`config.mk`:
```
export PLATFORM = sky130hd
export DESIGN_NAME = jump_game_ctrl
export DESIGN_NICKNAME = d
export VERILOG_FILES = /design/src/rtl/jump_game_ctrl.sv
export SDC_FILE = /design/constraint.sdc
export NUM_CORES = 1
export LEC_CHECK = 0
export ABC_AREA = 0
export CAP_MARGIN = 40
export CORE_UTILIZATION = 34
export DETAILED_ROUTE_END_ITERATION = 6
export DONT_BUFFER_PORTS = 1
export PLACE_DENSITY = 0.49
export SKIP_LAST_GASP = 1
export SYNTH_ARGS = -nofsm -noshare
export SYNTH_HDL_FRONTEND = slang
export SYNTH_SLANG_ARGS = --single-unit
```
`constraint.sdc`:
```
create_clock -name clk_machine -period 2.28 [get_ports clk_machine]
set_input_delay 0.456 -clock clk_machine [delete_from_list [all_inputs] [get_ports clk_machine]]
set_output_delay 0.456 -clock clk_machine [all_outputs]
set_load 0.02 [all_outputs]
```
`src/rtl/jump_game_ctrl.sv`:
```
// jump_game_ctrl: jump game sequencer (button conditioning, charge cap, jump watchdog, landing judge, score).
// Optional button debounce is enabled by defining JUMP_GAME_DEBOUNCE_EN.
`timescale 1ns/1ps

module jump_game_ctrl #(
    parameter logic [23:0] ACCU_MAX     = 24'd16_000_000,
    parameter logic [23:0] JUMP_TIMEOUT = 24'd12_500_000,
    parameter logic [19:0] DEBOUNCE_CYC = 20'd250_000
) (
    input  logic       clk_machine,
    input  logic       rst_machine,
    input  logic       i_btn,
    input  logic       i_jump_done,
    input  logic       i_land_ok,
    output logic [2:0] o_state,
    output logic       o_btn,
    output logic       o_scene_init,
    output logic       o_jump_start,
    output logic [7:0] o_score,
    output logic       o_game_over
);

    localparam logic [2:0] ST_IDLE  = 3'd0;
    localparam logic [2:0] ST_INIT  = 3'd1;
    localparam logic [2:0] ST_READY = 3'd2;
    localparam logic [2:0] ST_ACCU  = 3'd3;
    localparam logic [2:0] ST_JUMP  = 3'd4;
    localparam logic [2:0] ST_LAND  = 3'd5;
    localparam logic [2:0] ST_OVER  = 3'd6;

    logic        btn_s1;
    logic        btn_s2;
    logic        btn_lvl;
    logic        btn_dly;
    logic        btn_rise;
    logic [2:0]  state;
    logic [2:0]  state_nxt;
    logic [23:0] phase_cnt;
    logic        land_ok_q;
    logic        jump_start_q;
    logic [7:0]  score;

    always_ff @(posedge clk_machine or negedge rst_machine) begin
        if (!rst_machine) begin
            btn_s1 <= 1'b0;
            btn_s2 <= 1'b0;
        end else begin
            btn_s1 <= i_btn;
            btn_s2 <= btn_s1;
        end
    end

`ifdef JUMP_GAME_DEBOUNCE_EN
    logic [19:0] db_cnt;
    logic        btn_db;

    // Level is accepted only after DEBOUNCE_CYC consecutive disagreeing cycles.
    always_ff @(posedge clk_machine or negedge rst_machine) begin
        if (!rst_machine) begin
            db_cnt <= '0;
            btn_db <= 1'b0;
        end else if (btn_s2 == btn_db) begin
            db_cnt <= '0;
        end else if (db_cnt == DEBOUNCE_CYC - 20'd1) begin
            db_cnt <= '0;
            btn_db <= btn_s2;
        end else begin
            db_cnt <= db_cnt + 20'd1;
        end
    end

    assign btn_lvl = btn_db;
`else
    // Keeps the parameter list identical in both builds.
    logic unused_debounce_cfg;
    assign unused_debounce_cfg = ^DEBOUNCE_CYC;
    assign btn_lvl = btn_s2;
`endif

    always_ff @(posedge clk_machine or negedge rst_machine) begin
        if (!rst_machine) btn_dly <= 1'b0;
        else              btn_dly <= btn_lvl;
    end

    assign btn_rise = btn_lvl & ~btn_dly;

    always_comb begin
        state_nxt = state;
        case (state)
            ST_IDLE:  if (btn_rise) state_nxt = ST_INIT;
            ST_INIT:  state_nxt = ST_READY;
            ST_READY: if (btn_rise) state_nxt = ST_ACCU;
            ST_ACCU:  if (!btn_lvl || phase_cnt == ACCU_MAX - 24'd1) state_nxt = ST_JUMP;
            ST_JUMP: begin
                if (i_jump_done)                              state_nxt = ST_LAND;
                else if (phase_cnt == JUMP_TIMEOUT - 24'd1)   state_nxt = ST_OVER;
            end
            ST_LAND:  state_nxt = land_ok_q ? ST_READY : ST_OVER;
            ST_OVER:  if (btn_rise) state_nxt = ST_IDLE;
            default:  state_nxt = ST_IDLE;
        endcase
    end

    // One counter serves both the charge cap and the jump watchdog; it restarts on every state change.
    always_ff @(posedge clk_machine or negedge rst_machine) begin
        if (!rst_machine) begin
            state        <= ST_IDLE;
            phase_cnt    <= '0;
            land_ok_q    <= 1'b0;
            jump_start_q <= 1'b0;
            score        <= '0;
        end else begin
            state        <= state_nxt;
            phase_cnt    <= (state_nxt != state) ? '0 : phase_cnt + 24'd1;
            jump_start_q <= (state == ST_ACCU) && (state_nxt == ST_JUMP);
            if (state == ST_JUMP && i_jump_done)
                land_ok_q <= i_land_ok;
            if (state_nxt == ST_INIT)
                score <= '0;
            else if (state == ST_LAND && land_ok_q && score != 8'hFF)
                score <= score + 8'd1;
        end
    end

    assign o_state      = state;
    assign o_btn        = btn_lvl;
    assign o_scene_init = (state == ST_INIT);
    assign o_jump_start = jump_start_q;
    assign o_score      = score;
    assign o_game_over  = (state == ST_OVER);

endmodule

```
## Word level (Yosys, flattened, before mapping)

Cells that the tools add are included.

- Add/subtract/negate cells: 2
- Eq/ne operators: 12
- Multiplexer cells: 11
- Bitwise logic cells: 2
- Reduce and logical (&&, ||, !) cells: 8

Operator list:

| kind | count |
|---|---|
| $eq 24x24->1 const B | 2 |
| $add 24x1->24 const B | 1 |
| $mux 24 | 1 |
| $mux 3 | 7 |
| $pmux 3 s7 | 1 |
| $mux 8 | 2 |
| $eq 3x3->1 const B | 4 |
| $add 8x1->8 const B | 1 |
| $ne 8x8->1 const B | 1 |
| $eq 3x1->1 const B | 2 |
| $eq 3x2->1 const B | 2 |
| $logic_and 1x1->1 | 4 |
| $logic_not 3->1 | 1 |
| $ne 3x3->1 | 1 |
| $reduce_bool 2->1 | 1 |
| $and 1x1->1 | 1 |
| $logic_not 1->1 | 1 |
| $logic_or 1x1->1 | 1 |
| $not 1->1 | 1 |

- Register bits: 40
- Input bits: 5
- Output and inout bits: 15

## Depth between registers and ports, before layout

Gate-level depths: netlist of run 1.

- Word-level depth: 6
- Gate-level depth with buffers: 7

## Worst setup path after synthesis of run 1

OpenSTA, ideal clock, no wires.

- Path type: register to register
- Start point: reg phase_cnt[0]
- End point: reg phase_cnt[18]
- Arrival time: 2.032 ns
- Path slack: 0.161 ns
- Cell stages (with the launch flop): 7
- Period minus slack after synthesis: 2.119 ns
- Cell sequence: dfrtp_1 -> ha_1 -> and4_1 -> or3b_1 -> buf_2 -> or4_1 -> a211oi_2

- Word-level cells in the longest chain between the ends: 6

RTL lines:

| element | line | text |
|---|---|---|
| start, declared | 38 | `logic [23:0] phase_cnt;` |
| start signal, assigned | 114 | `phase_cnt <= (state_nxt != state) ? '0 : phase_cnt + 24'd1;` |
| $eq 24x24->1 (on tied branches) | 96, 93 |  |
| $mux 3 or $logic_or 1x1->1 (tied branches) | 96, 93 |  |
| $mux 3 (on tied branches) | 95, 93 |  |
| $pmux 3 s7 | 89 | `case (state)` |
| $ne 3x3->1 | 114 |  |
| $mux 24 (*) | 114 |  |

Every way passes the cells marked *; elsewhere a longest branch is shown, timed or not.
A chain may end at the register's enable or synchronous reset.

## Worst setup path after layout of run 1

- Start point: reg phase_cnt[7]
- End point: reg phase_cnt[17]

The elaborated chain is that of the path after synthesis.

==> results of run 1 <==
layout make-up:
type                       count  area, µm²  share of cell area
clock buffer                   7       96.3              0.0389
inverter                       8       30.0              0.0121
multi-input combinational    160       1070               0.433
sequential                    40       1000               0.404
tap                           75       93.8              0.0379
timing repair buffer          21        183              0.0737
cell usage after synthesis, types with 2 or more instances:
| cell | n |
|---|---|
| nor2b_1 | 2 |
| and3_1 | 2 |
| clkbuf_1 | 7 |
| xnor2_1 | 9 |
| o31ai_1 | 4 |
| nor3_1 | 17 |
| buf_2 | 4 |
| a21oi_1 | 4 |
| xor2_1 | 6 |
| nand2_1 | 12 |
| o211ai_1 | 3 |
| dfrtp_1 | 40 |
| or4_1 | 6 |
| and4_1 | 5 |
| a211oi_2 | 3 |
| nand4_1 | 10 |
| and2_1 | 2 |
| or3_1 | 6 |
| nand3_1 | 12 |
| nor4b_1 | 3 |
| nor4_1 | 3 |
| nor2_1 | 9 |
| inv_1 | 8 |
| a211oi_1 | 10 |
| a21o_1 | 2 |
| o21ai_0 | 10 |
| ha_1 | 2 |
| nor3b_1 | 2 |
layout by cell type, fill, tap and decap left out, drive strengths merged, types with 3 or more instances in the layout:
master and n:
a211oi 13, a21oi 4, and4 5, buf 21, clkbuf 7, dfrtp 40
inv 8, nand2 12, nand3 12, nand4 10, nor2 9, nor3 17
nor4 3, nor4b 3, o211ai 3, o21ai 10, o31ai 4, or3 6
or4 6, xnor2 9, xor2 6
through the flow:
step           instance area (µm²)  total power [mW]  utilization  hold WS [ns]  std cells
2_1_floorplan                 2150              1.21            -         0.160        219
4_1_cts                       2470              1.95        0.413        0.0128        311
3_5_place_dp                  2360              1.41        0.394         0.163        303
3_3_place_gp                  2360              1.41        0.394         0.162        303
6_report                      2480              1.91        0.414       0.00575        311
5_1_grt                       2480              2.04        0.414        0.0145        311
sequential cells by signal, summed over array words and instances (netlist names):
register      cells
o_btn             1
btn_s1            1
btn_dly           1
o_score           8
land_ok_q         1
o_jump_start      1
phase_cnt        24
o_state           3
logic make-up (layout without fill, tap and decap cells):
| logic type | after synthesis | count (layout) | synth area share |
|---|---|---|---|
| flip-flops | 40 | 40 | 0.466 |
| XOR/XNOR | 15 | 15 | 0.0612 |
| AND/OR/NAND/NOR | 97 | 97 | 0.263 |
| AO/OA/AOI/OAI | 44 | 44 | 0.153 |
| adder cells (fa/ha/maj) | 2 | 2 | 0.0116 |
| buffers and inverters | 19 | 36 | 0.0355 |
| multiplexers | 2 | 2 | 0.00990 |
critical path: cells and delay by family, from the launching register on:
kind            cells  cell delay (ns)
flops               1             0.42
simple gates        3             1.16
buf+inv             1             0.17
compound gates      1             0.23
routing by layer:
metal,share of wire,routed length (µm),track usage
met4,0.0088,43,0.0375
met1,0.49,2410,0.235
met5,0,0,0
met3,0.025,120,0.0333
met2,0.47,2310,0.257
power by group through the flow:
stage	logic, mW	clock network, mW	registers (mW)
2_1_floorplan	0.320	0	0.890
3_3_place_gp	0.535	0	0.877
3_5_place_dp	0.531	0	0.880
4_1_cts	0.553	0.529	0.864
5_1_grt	0.609	0.558	0.877
6_report	0.538	0.506	0.865
worst paths after layout:
path	startpoint	slack, ns	to	depth (start not counted)
max	phase_cnt[7]	0.20	phase_cnt[17]	5
min	rst_machine	0.006	o_score[4]	1
max reg2reg	phase_cnt[7]	0.20	phase_cnt[17]	5
min reg2reg	btn_s1	0.35	o_btn	0
max in group asynchronous	rst_machine	2.07	phase_cnt[9]	1
min in group clk_machine	i_btn	0.20	btn_s1	0
repair_timing:
item | in CTS | in global routing
endpoints found under the setup margin | 0 | 1
hold endpoints to repair | 40 | 0
setup buffers | 0 | 0
resized for setup | 0 | 1
hold buffers | 1 | 0
==> flow_summary.toml, run 1 <==
[run_status]
outcome = "complete, no violations"

[sta]
finalClockSkew_ns = 0.00466
period_minus_slack_ns = 2.08
final.setup.worst_slack_ns = 0.196
finalSetupTns_ns = 0
tightest_slew_ns = 0.368
finalHoldViolations = 0
slew_headroom = 0.749
rsz0062_at_grt = "no"
max_freq_ghz = 0.480
fin_crit_sh = 0.914
slew_violations = 0
finalSetupViolCount = 0

[critical_path]
critPathSlowestCell = "or4_1"
cp_max_fo = 7
startpoint_type = "flop"
crit_path_max_incr_delay_ns = 0.65
crit_chain = "nand4_1, buf_4, or4_1, or3_1, a211oi_1"
end_kind = "flop"
critPathKind = "reg2reg"
crit_arrival_ns = 2.28
required_ns = 2.47

[synth]
yosys_warnings = 0
synth.largest_area_cell = "dfrtp_1"
avgSynthCellArea_um2 = 9.81
ys_seq_elements = 40
synth_edf_count = 0
synth_area_mm2 = 0.00215
synth_cell_types = 44
synth_area_leaders = "dfrtp_1 47%, nor3_1 4.0%, xnor2_1 3.7%"
async_flop_share = 1.00
syn_nets = 226
ys_seq_area_frac = 0.466
synth_top_area_share = 0.466
syn_inst = 219
synthFlopType = "dfrtp_1"

[placement]
globalplace.congestion = 0.752
pre_cts_ws_ns = 0.119
place_hpwl_um = 3430
portBuffers = 0

[power_and_ir_drop]
leakage_nw = 0.959
peakVddDrop_mv = 0.558
p_int_mw = 1.26
power_density_mw_per_mm2 = 771
seqPwrFrac = 0.453
p_comb_frac = 0.282
clockPowerShare = 0.265
sw_frac_of_total = 0.342
power_switching_mw = 0.653

[global_route]
grt_antenna_before_repair = 0
track_usage = 0.165
grt_pass1_wl_um = 8370
grt_max_degree = 41
grt_pass1_vias = 1667
grt_overflow = 0

[floorplanning]
dieArea_mm2 = 0.00664
fp.dieH_um = 81.5
die_w_um = 81.5
initial_core_util = 0.359
rows = 28
io_pins = 20
core-area_mm2 = 0.00599

[clock_network]
cts_max_level = 2
cts_buffers = 5
cts.path.max_buffers = 2
cts_sinks = 40
cts_tree = "yes"
clk_pin_slew_worst_paths_ns = 0.08
cts-root-buf = "clkbuf_8"
worstSkewPairLatency_ns = 0.28

[hold_path]
worstHoldPathType = "in2async"

[run]
timing.max_cap.violations = 0

[drt]
vias = 1732
first_pass_iters = 4
wl_per_cell_um = 15.7
drt_iter0_drc = 100
final_antenna_net_count = 0
viasPerCell = 5.57
routed_wl_um = 4890
drc = 0

[cells_and_area]
nets = 243
fillCellCount = 600
n_antenna_cell = 0
drive_gt1_frac = 0.157
syn_to_final_growth_pct = 15.3
Note: power is estimated with default switching activity, not from simulation.
==> run 2: changes to the inputs <==
--- a/config.mk
+++ b/config.mk
@@ -8,6 +8,7 @@
 export ABC_AREA = 0
 export CAP_MARGIN = 40
 export CORE_UTILIZATION = 34
+export CTS_BUF_LIST = sky130_fd_sc_hd__clkbuf_8
 export DETAILED_ROUTE_END_ITERATION = 6
 export DONT_BUFFER_PORTS = 1
 export PLACE_DENSITY = 0.49
==> results of run 2 <==
The final DEF is identical to that of run 1; final timing and power are the same.
==> run 3: changes to the inputs <==
--- a/config.mk
+++ b/config.mk
@@ -9,6 +9,7 @@
 export CAP_MARGIN = 40
 export CORE_UTILIZATION = 34
 export CTS_BUF_LIST = sky130_fd_sc_hd__clkbuf_8
+export CTS_CLUSTER_DIAMETER = 150
 export DETAILED_ROUTE_END_ITERATION = 6
 export DONT_BUFFER_PORTS = 1
 export PLACE_DENSITY = 0.49
==> results of run 3 <==
The final DEF is identical to that of run 1; final timing and power are the same.
